File: config.mk
export PLATFORM = sky130hd
export DESIGN_NAME = regfile_wr_arbiter
export DESIGN_NICKNAME = d
export VERILOG_FILES = /design/src/rtl/regfile_wr_arbiter_pkg.sv /design/src/rtl/regfile_wr_arbiter_arb.sv /design/src/rtl/regfile_wr_arbiter.sv
export SDC_FILE = /design/constraint.sdc
export NUM_CORES = 1
export LEC_CHECK = 0
export CAP_MARGIN = 20
export CORE_MARGIN = 3
export CORE_UTILIZATION = 40
export CTS_BUF_LIST = sky130_fd_sc_hd__clkbuf_16
export DETAILED_ROUTE_END_ITERATION = 12
export MAX_ROUTING_LAYER = met4
export PLACE_DENSITY_LB_ADDON = 0.12
export SETUP_SLACK_MARGIN = 0.05
export SLEW_MARGIN = 20
export SYNTH_ARGS = -nofsm -noshare
export SYNTH_HDL_FRONTEND = slang
export SYNTH_SLANG_ARGS = --single-unit
File: constraint.sdc
create_clock -name clk -period 2.87 [get_ports clk]
set_input_delay 0.574 -clock clk [delete_from_list [all_inputs] [get_ports clk]]
set_output_delay 0.574 -clock clk [all_outputs]
set_load 0.02 [all_outputs]
File: src/rtl/regfile_wr_arbiter_pkg.sv
// Shared definitions for the register-file write-port arbiter: default widths,
// requester index encoding and the write-request record.
package regfile_wr_arbiter_pkg;

  localparam int DEF_AW   = 5;
  localparam int DEF_DW   = 32;
  localparam int NUM_REGS = 32;

  typedef enum logic [0:0] {
    REQ_WB = 1'b0,
    REQ_LL = 1'b1
  } req_src_t;

  typedef struct packed {
    logic              valid;
    logic [DEF_AW-1:0] addr;
    logic [DEF_DW-1:0] data;
  } wr_req_t;

endpackage

File: src/rtl/regfile_wr_arbiter_arb.sv
// Two-input round-robin arbiter: combinational one-hot grant, preference flops
// to the loser of every accepted grant so a waiting requester waits one cycle.
module rr_arb2
  import regfile_wr_arbiter_pkg::*;
(
  input  logic clk,
  input  logic rst,
  input  logic valid0,
  input  logic valid1,
  input  logic accept,
  output logic grant0,
  output logic grant1
);

  req_src_t pref;

  // NOTE: every output of an always_comb gets a default first; a path that
  // leaves one unassigned would infer a latch.
  always_comb begin
    grant0 = 1'b0;
    grant1 = 1'b0;
    if (valid0 && valid1) begin
      if (pref == REQ_LL) grant1 = 1'b1;
      else                grant0 = 1'b1;
    end else begin
      grant0 = valid0;
      grant1 = valid1;
    end
  end

  // NOTE: sequential state uses non-blocking assignments so every flop samples
  // pre-edge values regardless of block evaluation order.
  always_ff @(posedge clk or negedge rst) begin
    if (!rst) begin
      pref <= REQ_WB;
    end else if (accept) begin
      pref <= grant0 ? REQ_LL : REQ_WB;
    end
  end

endmodule

File: src/rtl/regfile_wr_arbiter.sv
// Register-file write-port arbiter: round-robin between the WB stage and the
// long-latency unit, registered write port, and a busy scoreboard for decode.
module regfile_wr_arbiter
  import regfile_wr_arbiter_pkg::*;
#(
  parameter int AW = DEF_AW,
  parameter int DW = DEF_DW
) (
  input  logic          clk,
  input  logic          rst,
  input  logic          req0_valid,
  input  logic [AW-1:0] req0_addr,
  input  logic [DW-1:0] req0_data,
  output logic          req0_ready,
  input  logic          req1_valid,
  input  logic [AW-1:0] req1_addr,
  input  logic [DW-1:0] req1_data,
  output logic          req1_ready,
  input  logic          iss_valid,
  input  logic [AW-1:0] iss_addr,
  input  logic [AW-1:0] q_addr1,
  input  logic [AW-1:0] q_addr2,
  output logic          q_busy1,
  output logic          q_busy2,
  output logic          rf_wen,
  output logic [AW-1:0] rf_waddr,
  output logic [DW-1:0] rf_wdata
);

  localparam int NREG = 1 << AW;

  logic          grant0;
  logic          grant1;
  logic          accept;
  logic [AW-1:0] win_addr;
  logic [DW-1:0] win_data;
  req_src_t      win_src;
  req_src_t      rf_src;
  logic [NREG-1:0] busy;
  logic [NREG-1:0] busy_set;
  logic [NREG-1:0] busy_clr;

  rr_arb2 u_arb (
    .clk    (clk),
    .rst    (rst),
    .valid0 (req0_valid),
    .valid1 (req1_valid),
    .accept (accept),
    .grant0 (grant0),
    .grant1 (grant1)
  );

  // The output stage never stalls, so a grant is an accept.
  assign req0_ready = grant0;
  assign req1_ready = grant1;
  assign accept     = grant0 | grant1;

  always_comb begin
    win_addr = req0_addr;
    win_data = req0_data;
    win_src  = REQ_WB;
    if (grant1) begin
      win_addr = req1_addr;
      win_data = req1_data;
      win_src  = REQ_LL;
    end
  end

  // Writes to r0 are accepted and consume a turn but never reach the regfile.
  always_ff @(posedge clk or negedge rst) begin
    if (!rst) begin
      rf_wen   <= 1'b0;
      rf_waddr <= '0;
      rf_wdata <= '0;
      rf_src   <= REQ_WB;
    end else begin
      rf_wen <= accept && (win_addr != '0);
      if (accept) begin
        rf_waddr <= win_addr;
        rf_wdata <= win_data;
        rf_src   <= win_src;
      end
    end
  end

  // Clear retires on the edge that ends the req1 write cycle; a same-cycle
  // issue to that register re-arms it because set is applied after clear.
  always_comb begin
    busy_set = '0;
    busy_clr = '0;
    if (iss_valid && (iss_addr != '0))  busy_set[iss_addr] = 1'b1;
    if (rf_wen && (rf_src == REQ_LL))   busy_clr[rf_waddr] = 1'b1;
  end

  // NOTE: the scoreboard is reset because a stale busy bit would stall decode
  // forever; plain storage arrays without that meaning are left unreset.
  always_ff @(posedge clk or negedge rst) begin
    if (!rst) busy <= '0;
    else      busy <= (busy & ~busy_clr) | busy_set;
  end

  assign q_busy1 = (q_addr1 != '0) && busy[q_addr1];
  assign q_busy2 = (q_addr2 != '0) && busy[q_addr2];

endmodule

# Yosys cells after proc, flatten, opt, wreduce, memory -nomap -nowiden
# Cells that the tools add are included.
# totals
register_bits,72
word_cells,46
output_inout_bits,42
in_bits,94
# classes
reduce_logical,12
n_lt_le_gt_ge,6
n_bitwise,4
mux,18
# ops
op,n
32-bit 2-to-1 mux,3
32-bit AND,1
32-bit inverter,1
32-bit OR,1
"5-bit by 6-bit less-than comparator with 1-bit output, second input constant",4
5-bit nonzero test,4
1-bit binary-select mux with 5-bit select,2
1-bit demux with 5-bit select,2
"5-bit by 1-bit greater-or-equal comparator with 1-bit output, second input constant",2
1-bit 2-to-1 mux,10
1-bit logical AND,8
5-bit 2-to-1 mux,1
1-bit OR,1

# Logic depth before layout (Yosys ltp)
# depth
word_depth,8
ltp_mapped,7
depth_no_buf,6

# By module
# Synthesis repeated with hierarchy kept, for this count alone.
# hier_totals
cells_unflattened,380
hier_area_um2,3796.1
# modules_own_cells
module,seq_area_each_um2,cells_per_inst,area_per_inst_um2,n_inst
regfile_wr_arbiter,1751.7,375,3733.6,1
rr_arb2,25.0,5,62.6,1

# Worst setup path after synthesis
# OpenSTA, ideal clock, no wires.
# synth_timing
path_type,input -> output
start,input q_addr1[2]
end,output q_busy1
arrival_ps,1599
stages,5
t_required_ps,2296
n_path_buf,1
setup_slack_ps,697
cell_sequence,buf_6 -> mux4_2 -> nor2_2 -> a2bb2oi_2 -> nand3_1
# synth_between
elab_chain_cells,3
elab_cells_between_ends,4
classes_between,2 x mux; 2 x reduce/logical
# synth_rtl
item,line_no,source
start: declaration,regfile_wr_arbiter.sv:21,"input logic [AW-1:0] q_addr1,"
1-bit binary-select mux with 5-bit select,regfile_wr_arbiter.sv:102,assign q_busy1 = (q_addr1 != '0) && busy[q_addr1];
1-bit 2-to-1 mux (not written as such),regfile_wr_arbiter.sv:102,
1-bit logical AND (*),regfile_wr_arbiter.sv:102,
end: declaration,regfile_wr_arbiter.sv:23,"output logic q_busy1,"
# Mark *: on every way between the ends. The rest lies on a longest branch, timed or not. The select of a mux whose other input is x is not followed.

# Worst setup path after layout
# layout_timing
start,input q_addr1[1]
end,output q_busy1
# The elaborated chain is that of the path after synthesis.

==> metrics <==
cts hold-fix bufs 0; Root Driver clkbuf_16; largest net degree at the start of global routing between 70 and 80; clk slew on worst S/H paths ~0.060 ns; post-route antenna net violation count 0; Setup Slack @ Placement -0.460 ns; CP max stage cell clkdlybuf4s50_1; met2 Track Usage GR approximately 40%; post-DR vias/cell ~5.6; busiest layer in global routing met2; final wirelength 13100 µm; Cell Count, Final, Fillers Out 728; Startpoint Class primary input; Max Cap Violations 0; core area about 9500 µm²; initial core utilization 42.4%; register area share after synthesis between 40 and 50%; syn_nets between 500 and 600; Max Clk Rate ~360 MHz; area grow syn2layout 46.3%; Syn Inst Count 454; DIE HEIGHT between 100 and 150 µm; Least-Margin Pin Slew roughly 0.60 ns; Clock Path Buffers 2; Filler cells ~840; met3 Usage GRT under 10%; EDFF count, synth 0; final core utilization between 60% and 70%; RePlAce Congestion ~0.95; Synth Flop Type dfrtp_1; fin area just under 6000 µm²; layout cell share with drive strength beyond 1 around a tenth; slowest stage delay, CP between 0.5 and 0.6 ns; worst endpoint required time 2.30 ns; Placed Cells between 700 and 800; RSZ-0062 raised after global routing false; Final #Nets about 690; syn avg cell area ~8.9 µm²; #FFs+latches synth 71; Critical Path, Cell by Cell clkdlybuf4s50_1, nor2b_1, a221oi_2, nand4b_1, nand3_1, dlygate4sd2_1; FFs w/ async S/R, synth between 90% and 100%; min-delay worst type primary input to async pin; Final Max Tran Viols 0; CTS tree yes; placed inst area 5530 µm²; Crit. End Element output pin; Hold WS between 0.15 and 0.2 ns; IO Count roughly 140; maximum vdd drop 0.379 mV; gr usage total 24.2%; CP Data Arrival Time 2.20 ns; Vias roughly 4100; CTS buffer count 9; full die area 11300 µm²; setup TNS 0 ns; CP Class primary input to output pin; Synth Cell Area about 4000 µm²; final hold violation count 0; Sink Count just over 70; Rows 35; Worst slew margin between 60% and 70%; vias in the first global route 4262; PortBufs about 140; Tot Pwr ~3.8 mW; crit-path leading delay family buffers and inverters; Cell Pwr Density 651 nW/µm²; setup ws final about 0.09 ns; wire per inst 18.0 µm; Leak 2.28 nW; YS warnings 0; Worst Clk Skew 0.00677 ns; Final period util between 90% and 100%; first-pass GRT wire length between 20000 and 25000 µm; grt total ovfl 0; Tmin final around 2.8 ns; M1 GR Usage around 30%; clk_lat worst skew around 0.33 ns; antenna violations before repair 1; H-tree levels 3; 1st-iter DRT viols between 200 and 300; outcome finished clean; Bufs and invs on worst path 2; dpl hpwl 9550 µm; Setup-failing EPs final 0; worst-path fanout max 5; Yosys cell types 37; drt drc 0; die width approximately 110 µm; drt pass-1 iters 4
## final timing paths
check,startpoint,endpoint,slack [ns],depth (start not counted)
hold / removal,rst,busy[13]$_DFF_PN0_,0.19,1
setup reg to reg,rf_waddr[0]$_DFFE_PN0P_,busy[6]$_DFF_PN0_,1.28,3
hold reg to reg,busy[16]$_DFF_PN0_,busy[16]$_DFF_PN0_,0.55,2
min in group clk,busy[16]$_DFF_PN0_,busy[16]$_DFF_PN0_,0.55,2
setup / recovery,q_addr1[1],q_busy1,0.09,6
max in group asynchronous,rst,rf_wdata[13]$_DFFE_PN0P_,1.95,2
## synthesized netlist by cell type, types with 3 or more instances
cell        n  share of area (%)
o21ai_0    58                7.2
nand3b_1    8                1.5
nor2_1     20                1.9
buf_1       4               0.37
dfrtp_1    71                 44
a2111oi_0   4               0.87
nand3_1     7               0.87
o21ai_1    42                5.2
or3b_1      3               0.65
buf_2       6               0.75
a21oi_1    64                8.0
nand2b_1   32                5.0
mux2_1      4                1.1
nand2_1    44                4.1
or3_1       3               0.47
a221oi_1    4               0.87
nand4b_1    5                1.1
inv_1       3               0.28
nor2b_1     8                1.2
mux2i_1    18                4.5
clkbuf_1   14                1.3
o22ai_1     5               0.78
## routing by layer
layer,vias to the layer above,wire length [µm]
met5,-,0
met4,0,239
met2,157,6590
li1,1929,-
met1,1960,5410
met3,21,877
## worst reg2reg max path: stages (launching register included)
cell      delay (ns)
dfrtp_1         0.43
nand4b_1        0.46
o21ai_0         0.38
o21ai_0         0.17
## cell families after synthesis
family / after synthesis / synth area share [%]
AOI/OAI and AO/OA: 186 / 25.3
buffers and inverters: 33 / 4.44
DFF: 71 / 44.1
muxes: 27 / 8.29
and+or+nand+nor: 137 / 17.9
## sequential cells by signal, summed over array words and instances, names as in the netlist
register and cells:
rf_src 1, rf_wen 1, busy 31, rf_waddr 5
rf_wdata 32, u_arb.pref 1
## where the power goes
group / internal (mW) / switching, mW
clock: 0.753 / 0.420
sequential: 1.27 / 0.277
combinational: 0.565 / 0.558
total: 2.59 / 1.25
## timing repair
item / CTS / global route
gates resized for setup: 10 / 9
pin swaps: 0 / 1
gates cloned: 0 / 0
setup endpoints to repair: 2 / 2
setup buffers: 0 / 1
## layout by cell type, fill, tap and decap left out, types with 3 or more instances in the layout
master,n
a2111oi_2,5
clkdlybuf4s50_1,128
nor2b_1,8
nand3_1,7
o21ai_0,58
nand2b_1,32
mux2_1,4
o21ai_1,42
buf_4,19
or3b_1,3
a21oi_1,64
or3_1,3
mux2i_1,18
nor2_1,20
nand3b_1,8
nand2_1,44
o22ai_1,5
dfrtp_1,71
clkbuf_16,9
nand4b_1,5
inv_1,3
## cell type report
type	count	area, µm²	share of cell area, %
antenna	1	2.50	0.0425
sequential	71	1780	30.1
inverter	5	18.8	0.318
clock buffer	9	225	3.82
timing repair buffer	156	1520	25.8
tap	129	161	2.74
multi-input combinational	350	2100	35.7
clock inverter	7	87.6	1.49
No activity file was read; power rests on OpenSTA's default activity.
